### src/rtl/mem_seq_pkg.sv
// Shared types and defaults for the memory sequencer.
// MEM_SEQ_TIMEOUT_EN adds the ERR state used by the optional ACCESS timeout.
package mem_seq_pkg;

  typedef enum logic [2:0] {
    ST_IDLE   = 3'd0,
    ST_ADDR   = 3'd1,
    ST_ACCESS = 3'd2,
    ST_LATCH  = 3'd3,
    ST_DONE   = 3'd4
`ifdef MEM_SEQ_TIMEOUT_EN
    , ST_ERR  = 3'd5
`endif
  } state_t;

  localparam int DEF_WAIT_CYCLES    = 1;
  localparam int DEF_TIMEOUT_CYCLES = 15;
  localparam int WAIT_CNT_W         = 4;
  localparam int TIMEOUT_CNT_W      = 8;

endpackage

### src/rtl/mem_seq_cnt.sv
// Loadable down-counter that saturates at zero and flags when it is empty.
module mem_seq_cnt #(
  parameter int W = 4
) (
  input  logic         clk,
  input  logic         rst,
  input  logic         i_load,
  input  logic [W-1:0] i_load_val,
  input  logic         i_dec,
  output logic         o_zero
);

  logic [W-1:0] r_count;

  // Load wins over decrement so a fresh transaction always restarts the count.
  always_ff @(posedge clk or posedge rst) begin
    if (rst) begin
      r_count <= '0;
    end else if (i_load) begin
      r_count <= i_load_val;
    end else if (i_dec && (r_count != '0)) begin
      r_count <= r_count - 1'b1;
    end
  end

  assign o_zero = (r_count == '0);

endmodule

### src/rtl/mem_seq.sv
// Moore sequencer driving MAR/MDR strobes and memory read/write handshakes.
// Define MEM_SEQ_TIMEOUT_EN to abort ACCESS into ERR after TIMEOUT_CYCLES.
module mem_seq
  import mem_seq_pkg::*;
#(
  parameter int DATA_WIDTH     = 4,
  parameter int WAIT_CYCLES    = DEF_WAIT_CYCLES,
  parameter int TIMEOUT_CYCLES = DEF_TIMEOUT_CYCLES
) (
  input  logic clk,
  input  logic rst,
  input  logic req,
  input  logic we,
  input  logic mem_ack,
  output logic mar_en,
  output logic mdr_en,
  output logic mdr_alu_n,
  output logic mem_rd,
  output logic mem_wr,
  output logic busy,
  output logic done,
  output logic err
);

  generate
    if (DATA_WIDTH < 1 || WAIT_CYCLES < 0 || WAIT_CYCLES > 15 ||
        TIMEOUT_CYCLES < 1 || TIMEOUT_CYCLES > 255) begin : g_bad_param
      $error("mem_seq: parameter out of range");
    end
  endgenerate

  localparam logic [WAIT_CNT_W-1:0] WaitLoad = WAIT_CNT_W'(WAIT_CYCLES);

  state_t r_state;
  state_t w_next_state;
  logic   r_we_q;
  logic   w_wait_zero;
  logic   w_access_exit;

  always_ff @(posedge clk or posedge rst) begin
    if (rst) begin
      r_state <= ST_IDLE;
      r_we_q  <= 1'b0;
    end else begin
      r_state <= w_next_state;
      if (r_state == ST_IDLE && req) begin
        r_we_q <= we;
      end
    end
  end

  // Wait counter: armed in ADDR so ACCESS lasts at least WAIT_CYCLES+1 cycles.
  mem_seq_cnt #(.W(WAIT_CNT_W)) u_wait_cnt (
    .clk        (clk),
    .rst        (rst),
    .i_load     (r_state == ST_ADDR),
    .i_load_val (WaitLoad),
    .i_dec      (r_state == ST_ACCESS),
    .o_zero     (w_wait_zero)
  );

  assign w_access_exit = (r_state == ST_ACCESS) && w_wait_zero && mem_ack;

`ifdef MEM_SEQ_TIMEOUT_EN
  localparam logic [TIMEOUT_CNT_W-1:0] TimeoutLoad = TIMEOUT_CNT_W'(TIMEOUT_CYCLES - 1);

  logic w_timeout_zero;

  // Loaded with TIMEOUT_CYCLES-1 so it empties in the last permitted ACCESS cycle.
  mem_seq_cnt #(.W(TIMEOUT_CNT_W)) u_timeout_cnt (
    .clk        (clk),
    .rst        (rst),
    .i_load     (r_state == ST_ADDR),
    .i_load_val (TimeoutLoad),
    .i_dec      (r_state == ST_ACCESS),
    .o_zero     (w_timeout_zero)
  );
`endif

  always_comb begin
    w_next_state = r_state;
    case (r_state)
      ST_IDLE:   if (req) w_next_state = ST_ADDR;
      ST_ADDR:   w_next_state = ST_ACCESS;
      ST_ACCESS: begin
        if (w_access_exit) begin
          w_next_state = ST_LATCH;
        end
`ifdef MEM_SEQ_TIMEOUT_EN
        else if (w_timeout_zero) begin
          w_next_state = ST_ERR;
        end
`endif
      end
      ST_LATCH:  w_next_state = ST_DONE;
      ST_DONE:   w_next_state = ST_IDLE;
`ifdef MEM_SEQ_TIMEOUT_EN
      ST_ERR:    w_next_state = ST_IDLE;
`endif
      default:   w_next_state = ST_IDLE;
    endcase
  end

  always_comb begin
    mar_en    = 1'b0;
    mdr_en    = 1'b0;
    mdr_alu_n = 1'b0;
    mem_rd    = 1'b0;
    mem_wr    = 1'b0;
    busy      = (r_state != ST_IDLE);
    done      = 1'b0;
    err       = 1'b0;
    case (r_state)
      ST_ADDR: begin
        mar_en = 1'b1;
        mdr_en = r_we_q;
      end
      ST_ACCESS: begin
        mem_rd = ~r_we_q;
        mem_wr = r_we_q;
      end
      ST_LATCH: begin
        mdr_en    = ~r_we_q;
        mdr_alu_n = ~r_we_q;
      end
      ST_DONE: begin
        done      = 1'b1;
        mdr_alu_n = ~r_we_q;
      end
`ifdef MEM_SEQ_TIMEOUT_EN
      ST_ERR:  err = 1'b1;
`endif
      default: ;
    endcase
  end

endmodule

### config.mk
export PLATFORM = sky130hd
export DESIGN_NAME = mem_seq
export DESIGN_NICKNAME = d
export VERILOG_FILES = /design/src/rtl/mem_seq_pkg.sv /design/src/rtl/mem_seq_cnt.sv /design/src/rtl/mem_seq.sv
export SDC_FILE = /design/constraint.sdc
export NUM_CORES = 1
export LEC_CHECK = 0
export CAP_MARGIN = 40
export CORE_UTILIZATION = 41
export CTS_CLUSTER_DIAMETER = 120
export CTS_CLUSTER_SIZE = 10
export DETAILED_ROUTE_END_ITERATION = 10
export PLACE_DENSITY = 0.7
export SLEW_MARGIN = 40
export SYNTH_ARGS = -nofsm -noshare
export SYNTH_HDL_FRONTEND = slang
export SYNTH_SLANG_ARGS = --single-unit
### constraint.sdc
create_clock -name clk -period 1.51 [get_ports clk]
set_clock_uncertainty 0.05 [all_clocks]
set_input_delay 0.302 -clock clk [delete_from_list [all_inputs] [get_ports clk]]
set_output_delay 0.302 -clock clk [all_outputs]
set_load 0.05 [all_outputs]
# --- Yosys cells after proc, flatten, opt, wreduce, memory -nomap -nowiden ---
# Cells that the tools add are included.
word_totals:
  input_bits: 5
  reg_bits: 8
  elab_cells: 33
  out_inout_bits: 8
op_classes:
  n_bitwise: 1
  mux: 11
  n_eq_ne: 6
  reduce_logical: 11
  addsub: 1
ops:
  columns: ["operator", "count"]
  rows:
  - ["one-hot mux 3 bit (4 select lines)", 1]
  - ["2-to-1 mux 4 bit", 2]
  - ["== test 3 x 2 -> 1 bit (second input constant)", 2]
  - ["2-to-1 mux 3 bit", 2]
  - ["2-to-1 mux 1 bit", 5]
  - ["logical AND 1 bit", 4]
  - ["logical NOT 4 bit", 1]
  - ["!= test 2 bit (second input constant)", 2]
  - ["nonzero test 4 bit", 1]
  - ["subtractor 4 x 1 -> 4 bit (second input constant)", 1]
  - ["== test 3 x 1 -> 1 bit (second input constant)", 1]
  - ["== test 3 bit (second input constant)", 1]
  - ["logical NOT 3 bit", 1]
  - ["nonzero test 3 bit", 1]
  - ["one-hot mux 1 bit (2 select lines)", 1]
  - ["AND reduction 2 bit", 1]
  - ["nonzero test 2 bit", 1]
  - ["OR reduction 2 bit", 1]
  - ["inverter 1 bit", 1]

# --- Logic depth before layout (Yosys ltp) ---
# Gate-level depths: netlist of run 1.
logic_depth:
  depth_word: 5
  mapped_depth: 5
  mapped_depth_nobuf: 5

# --- Hierarchy ---
# From an unflattened synthesis of run 1, not the netlist that was laid out.
unflattened:
  hier_cells: 56
  area_unflattened_um2: 550.5
by_module_without_submodules:
  columns: ["module", "n_inst", "cells_each", "area_each_um2", "seq_area_each_um2"]
  rows:
  - ["mem_seq", 1, 28, 289.0, 100.1]
  - ["mem_seq_cnt", 1, 28, 261.5, 100.1]

# --- Least setup slack after synthesis of run 1 ---
# No wires, ideal clock.
synth_timing:
  path_kind: "register to output"
  from: "register r_state[2]"
  to: "output port mdr_alu_n"
  required_ps: 1158
  arrival_ps: 2571
  path_buffers: 1
  setup_slack_ps: -1413
  stages_incl_launch_ff: 5
  cell_sequence: "dfrtp_1 -> buf_2 -> nor3b_1 -> nor2_1 -> nor2_1"
synth_via:
  elab_chain_len: 3
  word_cells_on_any_way: 4
  classes_between: "eq/ne: 2; mux: 1; reduce/logical: 1"
synth_rtl:
  columns: ["item", "line", "source"]
  rows:
  - ["from (decl)", "mem_seq.sv:34", "state_t r_state;"]
  - ["from (signal assigned)", "mem_seq.sv:45", "r_state <= w_next_state;"]
  - ["== test 3 bit / == test 3 x 2 -> 1 bit (equally long branches)", "mem_seq.sv:113", "case (r_state)"]
  - ["OR reduction 2 bit (no line) *", null, null]
  - ["2-to-1 mux 1 bit *", null, null]
  - ["to (decl)", "mem_seq.sv:17", "output logic mdr_alu_n,"]
# Every way passes the cells marked *; elsewhere a longest branch is shown, timed or not.

# --- Final worst setup path of run 1 ---
layout_timing:
  from: "register r_state[0]"
  to: "output port mem_wr"
layout_via:
  elab_chain_len: 2
layout_rtl:
  columns: ["item", "line", "source"]
  rows:
  - ["== test 3 x 2 -> 1 bit", "mem_seq.sv:113", null]
  - ["2-to-1 mux 1 bit", "mem_seq.sv:113", null]
  - ["to (decl)", "mem_seq.sv:19", "output logic mem_wr,"]
# Every way passes these cells.

==> results.md, run 1 <==
- Status: finished, violations left
- Violated checks: negative setup slack
- Area enclosed by the die boundary: 1460 sq um
- Wirelength, routed: 1260 um
- Fraction of post-synthesis cell area in the top cell type by area: 0.373
- CP Launch Point: r_state[0]
- Initial core utilization: 0.464
- Via total after detailed routing: 475
- Ratio of cells with drive above 1 in the final layout: 0.531
- Maximum number of pins on one net before global-route repair: 9
- ANT cells: 0
- Count of final setup violators: 10
- Synthesis-stage register bit count: 8
- Maximum vdd ir drop: 1.53 mV
- Number of cells traversed by the worst register-to-register path: 4
- Number of buffers inserted during clock tree synthesis: 3
- Setup repair after global routing missed its margin: true
- Buffer cell driving the clock tree root: sky130_fd_sc_hd__clkbuf_4
- Pwr Density: 2530 nW/um^2
- Antenna violations before repair: 0
- Type of the worst min-delay path: in -> async
- HPWL after DPL: 955 um
- Crit path setup slack, layout: -0.250 ns
- DR WL/cell: 13.3 um
- Post-CTS Hold Fix Bufs: 0
- Total number of yosys warnings: 0
- Via count of the first global-routing pass: 467
- Leading post-synthesis cells by instance count: sky130_fd_sc_hd__nor2_1 (10), sky130_fd_sc_hd__dfrtp_1 (8), sky130_fd_sc_hd__inv_1 (5)
- Post-Syn Instances: 54
- Top Ports: 13
- Biggest area contributors in the synthesized netlist: sky130_fd_sc_hd__dfrtp_1 (37%), sky130_fd_sc_hd__nor2_1 (7.0%), sky130_fd_sc_hd__mux2i_1 (5.6%)
- Non-filler cells, final: 95
- Floorplan Core Area: 1160 sq um
- Syn_area_per_cell: 9.94 sq um
- FFs w/ async S/R, synth: 1.00
- Port Buf Inserts: 11
- Most common cell in the synthesized netlist: sky130_fd_sc_hd__nor2_1
- Sequential-to-total area share from yosys stat: 0.373
- Layout Nets: 90
- Leftover overflow at the end of global routing: 0
- Clk pin slew, worst setup/hold paths: 0.06 ns
- Final Hold Vio Count: 0
- Arrival @ worst endpoint: 1.41 ns
- DRC violations left: 0
- Crit path required time: 1.16 ns
- Count of nets left with antenna violations after detail routing: 0
- DP Cell Count: 87
- Share of the clock period used by the worst path after layout: 1.17
- Overall die width: 38.2 um
- Area growth from synthesis to layout: 71.3%
- Cell Area, Synth: 537 sq um
- Crit path capture type: output port
- Highest clock frequency the design can meet: 568 MHz
- Max-cap violations: 0
- Global-route usage over all layers: 0.214
- Num Clock Sinks: 8
- Number of enable flip-flop cells after synthesis: 0
- Number of optimization iterations in the first detailed-route pass: 4
- Wire length of the first global-routing pass: 2040 um
- Min Clock Period, post-route: 1.76 ns
- Destination of the worst register-to-register timing path: u_wait_cnt.r_count[1]
- Post-route standard cell area excluding fillers: 920 sq um
- Commonest register cell after synthesis: sky130_fd_sc_hd__dfrtp_1
- Iteration-0 DRC count of the detailed router: 12
- Top fanout value on the critical path: 4
- Flop-to-flop setup slack: -0.14 ns
- Average vias per placed instance: 5.00
- Number of placement rows: 12
- TritonCTS clock tree: built
- Worst setup path end: mem_wr
- Final count of pins violating max slew: 0
- Post-detailed-placement cell area: 832 sq um
- Distinct cell type count after synthesis: 26
- Setup crit start kind: flip-flop
- Skew-Pair Late Insertion Delay: 0.25 ns
- FF-to-FF Start: r_state[2]
- Number of H-tree levels: 1
- Library cell with the largest summed area after synthesis: sky130_fd_sc_hd__dfrtp_1
- Buffers from clock root to sink, at most: 2
- DIE HEIGHT: 38.2 um
- Synthesized Nets: 61
- Final weighted congestion in routability-driven placement: 0.753
- Type of the worst setup path: reg -> out
- Static Leak: 0.425 nW
-- layer usage --
metal  routed length [um]  track usage  share of wire  vias up
met1                  578        0.299           0.46      225
met4                    4       0.0536         0.0032        0
met2                  637        0.331           0.51       13
met5                    0            0              0        -
met3                   41       0.0523          0.033        2
li1                     -            -              -      235
-- worst min path at each step --
| stage | from | endpoint | depth (start not counted) |
|---|---|---|---|
| floorplan | rst | r_state[0] | 1 |
| global placement | u_wait_cnt.r_count[0] | u_wait_cnt.r_count[0] | 1 |
| detailed placement | u_wait_cnt.r_count[0] | u_wait_cnt.r_count[0] | 1 |
| CTS | rst | r_we_q | 2 |
| global route | rst | r_we_q | 2 |
| finish | rst | r_we_q | 2 |
-- sequential cells by signal, indices dropped and copies added, names as in the netlist --
signal	cells
r_we_q	1
r_state	3
u_wait_cnt.r_count	4
-- stage by stage --
| stage | hold slack, ns | setup TNS [ns] | power [mW] | setup slack, ns | utilization |
|---|---|---|---|---|---|
| after floorplan | 0.0677 | -0.517 | 1.37 | -0.286 | - |
| after global placement | 0.484 | 0 | 1.95 | 0.0493 | 0.720 |
| after detailed placement | 0.502 | 0 | 1.98 | 0.0135 | 0.720 |
| after CTS | 0.251 | -1.58 | 2.33 | -0.253 | 0.795 |
| after global routing | 0.296 | -2.04 | 2.44 | -0.289 | 0.795 |
| final | 0.246 | -1.51 | 2.33 | -0.250 | 0.795 |
-- what timing repair did --
action | in CTS | in global routing
pin swaps | 6 | 2
resized for setup | 9 | 0
buffers inserted | 5 | 0
setup endpoints to repair | 7 | 11
-- cell type report --
cell class | instances | area (sq um)
Multi-Input combinational cell | 37 | 332
Clock buffer | 3 | 22.5
Timing Repair Buffer | 28 | 327
Fill cell | 70 | 236
Inverter | 5 | 18.8
Tap cell | 14 | 17.5
Sequential cell | 8 | 203
-- layout by cell type (no fill, tap or decap), drive strengths merged --
cell / Yosys / final
buf: 4 / 24
nor2: 10 / 10
dfrtp: 8 / 8
inv: 5 / 5
clkdlybuf4s50: 0 / 4
nor3b: 4 / 4
mux2i: 3 / 3
clkbuf: 0 / 3
xnor2: 2 / 2
ha: 2 / 2
a21oi: 2 / 2
mux2: 2 / 2
nor3: 2 / 2
or3b: 1 / 1
nor4: 1 / 1
nand3: 1 / 1
o211a: 1 / 1
and2: 1 / 1
and3b: 1 / 1
nor4b: 1 / 1
o22ai: 1 / 1
nand2: 1 / 1
conb: 1 / 1
-- power by group --
part           internal (mW)  leakage [nW]  switching (mW)
Sequential             0.308        0.0983           0.103
Combinational          0.915         0.313           0.836
Clock                 0.0913        0.0138          0.0770
-- cell families after synthesis --
kind of cell    count (synthesis)  synth area share
other cells                     1           0.00699
fa+ha+maj                       2            0.0466
compound gates                  4            0.0699
simple gates                   23             0.280
buf+inv                         9            0.0862
mux                             5             0.105
xor+xnor                        2            0.0326
flops                           8             0.373
-- worst max-delay path, cell delays in order, from the launching register on --
cell	delay (ns)
sky130_fd_sc_hd__dfrtp_1	0.43
sky130_fd_sc_hd__nor3b_1	0.36
sky130_fd_sc_hd__and2_2	0.24
sky130_fd_sc_hd__buf_12	0.13
No activity file was read; power rests on OpenSTA's default activity.
==> run 2, diff against run 1 <==
--- a/config.mk
+++ b/config.mk
@@ -6,11 +6,12 @@
 export NUM_CORES = 1
 export LEC_CHECK = 0
 export CAP_MARGIN = 40
-export CORE_UTILIZATION = 41
+export CORE_AREA = 2 2 39 41
 export CTS_CLUSTER_DIAMETER = 120
 export CTS_CLUSTER_SIZE = 10
 export DETAILED_ROUTE_END_ITERATION = 10
-export PLACE_DENSITY = 0.7
+export DIE_AREA = 0 0 41 43
+export PLACE_DENSITY = 0.66
 export SLEW_MARGIN = 40
 export SYNTH_ARGS = -nofsm -noshare
 export SYNTH_HDL_FRONTEND = slang
==> constraint.sdc (replaced) <==
create_clock -name clk -period 1.8 [get_ports clk]
set_clock_uncertainty 0.05 [all_clocks]
set_input_delay 0.36 -clock clk [delete_from_list [all_inputs] [get_ports clk]]
set_output_delay 0.36 -clock clk [all_outputs]
set_load 0.05 [all_outputs]
==> run 2 against run 1 <==
  * The flow still finishes with violations (negative setup slack)
  * Register-to-register slack improved by 0.37 ns
  * Critical path depth unchanged
  * Critical path type unchanged
  * First-iteration DRC count decreased by 67%
  * Worst setup slack improved by 0.23 ns
  * Sequential share of layout area increased by 1.4 points
  * Hold slack improved by 0.039 ns
  * Count of clock-buffer cells in the layout unchanged
  * Die area increased by 21%
  * Sequential power decreased by 12%
==> results.md, run 2 (same netlist as run 1, synthesis figures left out) <==
- Status: finished, violations left (unchanged)
- Violated checks: negative setup slack (unchanged)
- Count of nets left with antenna violations after detail routing: 0 (unchanged)
- Floorplan Core Area: 1380 sq um (was 1160 sq um)
- Fin util: 0.624 (was 0.795)
- DRC violations left: 0 (unchanged)
- # fillers: 114 (was 70)
- Count of final setup violators: 2 (was 10)
- Area used by sequential logic in the layout: 203 sq um (unchanged)
- Leading registers by flop count: u_wait_cnt.r_count x4, r_state x3, r_we_q x1 (unchanged)
- Num Clock Sinks: 8 (unchanged)
- Flip-flop count of the largest register after layout: 4 (unchanged)
- Highest clock frequency the design can meet: 550 MHz
- Crit path required time: 1.39 ns (was 1.16 ns)
- Post-CTS Hold Fix Bufs: 0 (unchanged)
- Arrival @ worst endpoint: 1.41 ns (about the same)
- Number of H-tree levels: 1 (unchanged)
- Via total after detailed routing: 438 (was 475)
- Buffer cell driving the clock tree root: sky130_fd_sc_hd__clkbuf_4 (unchanged)
- Non-filler cells, final: 92 (was 95)
- Layout Nets: 85 (was 90)
- Setup repair after global routing missed its margin: true (unchanged)
- Number of cells traversed by the worst register-to-register path: 5 (was 4)
- Overall die width: 41 um (was 38.2 um)
- TritonCTS clock tree: built (unchanged)
- Total design power: 1.79 mW (was 2.33 mW)
- Via count of the first global-routing pass: 436 (was 467)
- Count of buffer and inverter cells on the critical path: 1 (unchanged)
- Max stage delay on crit path: 0.44 ns (was 0.43 ns)
- Port Buf Inserts: 11 (unchanged)
- Number of buffers inserted during clock tree synthesis: 3 (unchanged)
- Most common cell after layout, fill and taps aside: sky130_fd_sc_hd__buf_4 (unchanged)
- Total area of multi-input combinational cells: 322 sq um (was 332 sq um)
- Wire length of the first global-routing pass: 1930 um (was 2040 um)
- Setup crit start kind: flip-flop (unchanged)
- Post-Route Hold Slack: 0.286 ns (was 0.246 ns)
- Commonest non-fill, non-tap cells in the layout: sky130_fd_sc_hd__buf_4 (10), sky130_fd_sc_hd__nor2_1 (8), sky130_fd_sc_hd__buf_12 (7) (was sky130_fd_sc_hd__buf_4 (12), sky130_fd_sc_hd__nor2_1 (7), sky130_fd_sc_hd__buf_12 (7))
- Iteration-0 DRC count of the detailed router: 4 (was 12)
- Crit path capture type: output port (unchanged)
- Global-route usage over all layers: 0.163 (was 0.214)
- Buffers from clock root to sink, at most: 2 (unchanged)
- Skew-Pair Late Insertion Delay: 0.26 ns (was 0.25 ns)
- Average vias per placed instance: 4.76 (was 5.00)
- Final Hold Vio Count: 0 (unchanged)
- ANT cells: 0 (unchanged)
- Share of the clock period used by the worst path after layout: 1.01
- Maximum vdd ir drop: 1.24 mV (was 1.53 mV)
- Final weighted congestion in routability-driven placement: 0.789 (was 0.753)
- Initial core utilization: 0.388 (was 0.464)
- FF-to-FF Start: r_state[2] (unchanged)
- DIE HEIGHT: 43 um (was 38.2 um)
- Number of optimization iterations in the first detailed-route pass: 4 (unchanged)
- Top Ports: 13 (unchanged)
- Final count of pins violating max slew: 0 (unchanged)
- Destination of the worst register-to-register timing path: u_wait_cnt.r_count[1] (unchanged)
- Leftover overflow at the end of global routing: 0 (unchanged)
- Family with the most delay on the worst path: simple AND/OR/NAND/NOR gates (unchanged)
- Max stage delay cell, worst path: sky130_fd_sc_hd__dfrtp_2 (was sky130_fd_sc_hd__dfrtp_1)
- Min Clock Period, post-route: 1.82 ns
- Top fanout value on the critical path: 6 (was 4)
- Register with the most flip-flops: u_wait_cnt.r_count (unchanged)
- HPWL after DPL: 743 um (was 955 um)
- Clk pin slew, worst setup/hold paths: 0.06 ns (about the same)
- Area enclosed by the die boundary: 1760 sq um (was 1460 sq um)
- Flop-to-flop setup slack: 0.23 ns (was -0.14 ns)
- Post-route standard cell area excluding fillers: 863 sq um (was 920 sq um)
- DR WL/cell: 12.0 um (was 13.3 um)
- Sequence of cells on the critical path: or3b_4 -> nor2_4 -> buf_12 (was nor3b_1 -> and2_2 -> buf_12)
- DP Cell Count: 80 (was 87)
- Type of the worst setup path: reg -> out (unchanged)
- Static Leak: 0.396 nW (was 0.425 nW)
- Antenna violations before repair: 0 (unchanged)
- Type of the worst min-delay path: in -> async (unchanged)
- Setup total negative slack: -0.0230 ns (was -1.51 ns)
- Post-detailed-placement cell area: 753 sq um (was 832 sq um)
- Number of placement rows: 14 (was 12)
- Area growth from synthesis to layout: 60.8% (was 71.3%)
- Worst slack, placed: 0.122 ns (was 0.0135 ns)
- Max-cap violations: 0 (unchanged)
- Wirelength, routed: 1100 um (was 1260 um)
- Maximum number of pins on one net before global-route repair: 9 (unchanged)
- Crit path setup slack, layout: -0.0166 ns (was -0.250 ns)
- Pwr Density: 2080 nW/um^2 (was 2530 nW/um^2)
- Ratio of cells with drive above 1 in the final layout: 0.474 (was 0.531)
[run 2: cell count changes in the layout (fill, tap and decap cells not counted), sizes merged]
cell / previous run / this run
buf: 24 / 19
[run 2: layout make-up]
cell class	instances	share of cell area
clock buffer	3	0.0261
inverter	5	0.0217
timing repair buffer	23	0.322
multi-input combinational	37	0.372
tap	16	0.0232
sequential	8	0.235
[run 2: routing by layer]
metal | wire length [um] | track usage
met1 | 481 | 0.251
met2 | 553 | 0.213
met3 | 43 | 0.0157
met4 | 25 | 0.100
met5 | 0 | 0
[run 2: worst max path at each step]
| stage | start | to | slack (ns) | cells past startpoint |
|---|---|---|---|---|
| 2_1_floorplan | r_state[2] | mdr_alu_n | -0.25 | 4 |
| 3_3_place_gp | r_state[0] | mem_rd | 0.15 | 3 |
| 3_5_place_dp | r_state[0] | mem_rd | 0.12 | 3 |
| 4_1_cts | r_state[0] | mdr_alu_n | -0.03 | 5 |
| 5_1_grt | r_state[0] | mdr_alu_n | -0.05 | 5 |
| 6_report | r_state[2] | mem_rd | -0.02 | 3 |
[run 2: report_power, final]
| part | leakage (nW) | switching, mW | total, mW | internal [mW] |
|---|---|---|---|---|
| clock network | 0.0138 | 0.0659 | 0.143 | 0.0766 |
| logic | 0.284 | 0.619 | 1.29 | 0.670 |
| registers | 0.0981 | 0.105 | 0.363 | 0.258 |
| total | 0.396 | 0.789 | 1.79 | 1.00 |
[run 2: timing repair]
item	4_1_cts	5_1_grt
hold endpoints to repair	0	0
setup endpoints to repair	5	5
resized for setup	5	1
cloned	0	0
buffers inserted	7	2
pin swaps	4	2
==> run 3, diff against run 2 <==
--- a/config.mk
+++ b/config.mk
@@ -6,12 +6,11 @@
 export NUM_CORES = 1
 export LEC_CHECK = 0
 export CAP_MARGIN = 40
-export CORE_AREA = 2 2 39 41
+export CORE_UTILIZATION = 41
 export CTS_CLUSTER_DIAMETER = 120
 export CTS_CLUSTER_SIZE = 10
 export DETAILED_ROUTE_END_ITERATION = 10
-export DIE_AREA = 0 0 41 43
-export PLACE_DENSITY = 0.66
+export PLACE_DENSITY = 0.77
 export SLEW_MARGIN = 40
 export SYNTH_ARGS = -nofsm -noshare
 export SYNTH_HDL_FRONTEND = slang
==> constraint.sdc (replaced) <==
create_clock -name clk -period 1.48 [get_ports clk]
set_clock_uncertainty 0.05 [all_clocks]
set_input_delay 0.296 -clock clk [delete_from_list [all_inputs] [get_ports clk]]
set_output_delay 0.296 -clock clk [all_outputs]
set_load 0.05 [all_outputs]
==> run 3 against run 2 <==
  * The flow still finishes with violations (negative setup slack)
  * Cell count up 4.3%
  * First-iteration DRC count down 25%
  * Sequential power up 15%
  * Non-clock buffer count grew 6
  * Utilization up 20 points
  * Clock power up 26%
  * Largest cell class unchanged
  * Critical path depth is 2 higher
  * Cell area up 10%
  * Global-route usage grew 7.5 points
  * Routed wire length up 30%
==> results.md, run 3 (same netlist as run 1, synthesis figures left out) <==
- Number of cells traversed by the worst register-to-register path: 4 (was 5)
- Area enclosed by the die boundary: 1460 sq um (was 1760 sq um)
- Count of final setup violators: 11 (was 2)
- Maximum vdd ir drop: 1.91 mV (was 1.24 mV)
- Comb power frac: 0.758 (was 0.718)
- Clk pwr share: 0.073 (was 0.079)
- Static Leak: 0.441 nW (was 0.396 nW)
- Wire length of the first global-routing pass: 2190 um (was 1930 um)
- Top fanout value on the critical path: 5 (was 6)
- Leftover overflow at the end of global routing: 0 (unchanged)
- Share of the clock period used by the worst path after layout: 1.18
- Via total after detailed routing: 504 (was 438)
- Type of the worst min-delay path: in -> async (unchanged)
- Overall die width: 38.2 um (was 41 um)
- Setup total negative slack: -2.07 ns (was -0.0230 ns)
- Fin util: 0.823 (was 0.624)
- Initial core utilization: 0.464 (was 0.388)
- Iteration-0 DRC count of the detailed router: 3 (was 4)
- Share of total power in sequential cells: 0.169 (was 0.202)
- Post-Route Hold Slack: 0.221 ns (was 0.286 ns)
- Buffers from clock root to sink, at most: 2 (unchanged)
- Register with the most flip-flops: u_wait_cnt.r_count (unchanged)
- Final count of pins violating max slew: 0 (unchanged)
- Pwr Density: 2610 nW/um^2 (was 2080 nW/um^2)
- Net switching fraction of the power: 0.438 (was 0.440)
- Max-cap violations: 0 (unchanged)
- Flop-to-flop setup slack: -0.14 ns (was 0.23 ns)
- Floorplan Core Area: 1160 sq um (was 1380 sq um)
- Number of optimization iterations in the first detailed-route pass: 2 (was 4)
- TritonCTS clock tree: built (unchanged)
- Skew-Pair Late Insertion Delay: 0.27 ns (was 0.26 ns)
- Setup crit start kind: flip-flop (unchanged)
- Status: finished, violations left (unchanged)
- ANT cells: 0 (unchanged)
- DR WL/cell: 14.9 um (was 12.0 um)
- Commonest non-fill, non-tap cells in the layout: sky130_fd_sc_hd__buf_4 (10), sky130_fd_sc_hd__buf_6 (8), sky130_fd_sc_hd__nor2_1 (7), sky130_fd_sc_hd__buf_12 (7), sky130_fd_sc_hd__dfrtp_1 (7) (was sky130_fd_sc_hd__buf_4 (10), sky130_fd_sc_hd__nor2_1 (8), sky130_fd_sc_hd__buf_12 (7))
- Number of buffers inserted during clock tree synthesis: 3 (unchanged)
- Type of the worst setup path: reg -> out (unchanged)
- Post-detailed-placement cell area: 840 sq um (was 753 sq um)
- DIE HEIGHT: 38.2 um (was 43 um)
- Top Ports: 13 (unchanged)
- Number of H-tree levels: 1 (unchanged)
- Port Buf Inserts: 11 (unchanged)
- Flip-flop count of the largest register after layout: 4 (unchanged)
- Setup repair after global routing missed its margin: true (unchanged)
- Average vias per placed instance: 5.25 (was 4.76)
- Maximum number of pins on one net before global-route repair: 9 (unchanged)
- Antenna violations before repair: 0 (unchanged)
- Internal power consumption: 1.39 mW (was 1.00 mW)
- Net switching component of the power: 1.09 mW (was 0.789 mW)
- Leading registers by flop count: u_wait_cnt.r_count x4, r_state x3, r_we_q x1 (unchanged)
- Most common cell after layout, fill and taps aside: sky130_fd_sc_hd__buf_4 (unchanged)
- Layout Nets: 91 (was 85)
- Buffer cell driving the clock tree root: sky130_fd_sc_hd__clkbuf_4 (unchanged)
- Area growth from synthesis to layout: 77.2% (was 60.8%)
- Crit path required time: 1.13 ns (was 1.39 ns)
- Crit path capture type: output port (unchanged)
- Via count of the first global-routing pass: 519 (was 436)
- Number of placement rows: 12 (was 14)
- Post-route standard cell area excluding fillers: 951 sq um (was 863 sq um)
- Clk pin slew, worst setup/hold paths: 0.06 ns (about the same)
- Violated checks: negative setup slack (unchanged)
- Arrival @ worst endpoint: 1.41 ns (about the same)
- Final Hold Vio Count: 0 (unchanged)
- Num Clock Sinks: 8 (unchanged)
- Global-route usage over all layers: 0.238 (was 0.163)
- CP Launch Point: r_state[1] (was r_state[2])
- Destination of the worst register-to-register timing path: u_wait_cnt.r_count[1] (unchanged)
- Min Clock Period, post-route: 1.75 ns
- HPWL after DPL: 948 um (was 743 um)
- DRC violations left: 0 (unchanged)
- Final weighted congestion in routability-driven placement: 0.784 (was 0.789)
- FF-to-FF Start: r_state[2] (unchanged)
- Highest clock frequency the design can meet: 571 MHz
- Crit path setup slack, layout: -0.271 ns (was -0.0166 ns)
- Wirelength, routed: 1430 um (was 1100 um)
- Ratio of cells with drive above 1 in the final layout: 0.549 (was 0.474)
- Count of nets left with antenna violations after detail routing: 0 (unchanged)
run 3: area by class of cell:
cell class,count,area (sq um)
Timing Repair Buffer,29,345
Sequential cell,8,201
Multi-Input combinational cell,37,345
Tap cell,14,17.5
Fill cell,59,205
Inverter,5,18.8
Clock buffer,3,22.5
run 3: critical path: stages, from the launching register on:
cell                      delay [ns]
sky130_fd_sc_hd__dfrtp_1        0.43
sky130_fd_sc_hd__buf_6          0.16
sky130_fd_sc_hd__and3b_2        0.22
sky130_fd_sc_hd__nor2_4         0.13
sky130_fd_sc_hd__nor2_4         0.04
sky130_fd_sc_hd__buf_12         0.14
run 3: how the worst max path moves through the flow:
stage	slack (ns)	endpoint	cells past startpoint
2_1_floorplan	-0.31	mdr_alu_n	4
3_3_place_gp	0.009	mdr_alu_n	5
3_5_place_dp	-0.01	mdr_en	4
4_1_cts	-0.27	mdr_en	4
5_1_grt	-0.30	mdr_en	4
6_report	-0.27	mdr_alu_n	5
run 3: repair_timing:
action                     CTS  global route
gates cloned                 0             0
hold buffers                 0             0
pin swaps                    5             5
gates resized for setup      3            10
setup endpoints to repair    8            11
buffers inserted             5             0
run 3: power by group through the flow:
stage	combinational (mW)	sequential, mW	clock [mW]
after floorplan	1.01	0.389	0
after global placement	1.59	0.403	0
after detailed placement	1.63	0.409	0
after CTS	1.78	0.404	0.187
after global routing	1.99	0.426	0.188
final	1.88	0.419	0.180
run 3: stage by stage:
stage | setup slack (ns) | total power [mW] | instances
floorplan | -0.310 | 1.40 | 54
global placement | 0.00931 | 2.00 | 88
detailed placement | -0.0139 | 2.04 | 88
CTS | -0.272 | 2.37 | 96
global route | -0.300 | 2.60 | 96
finish | -0.271 | 2.48 | 96
run 3: layer usage:
metal / vias up / part of all wire / GRT usage
met5: - / 0 / 0
met4: 0 / 0.029 / 0.143
met3: 7 / 0.038 / 0.0872
met2: 14 / 0.52 / 0.390
met1: 249 / 0.41 / 0.258
li1: 234 / - / -
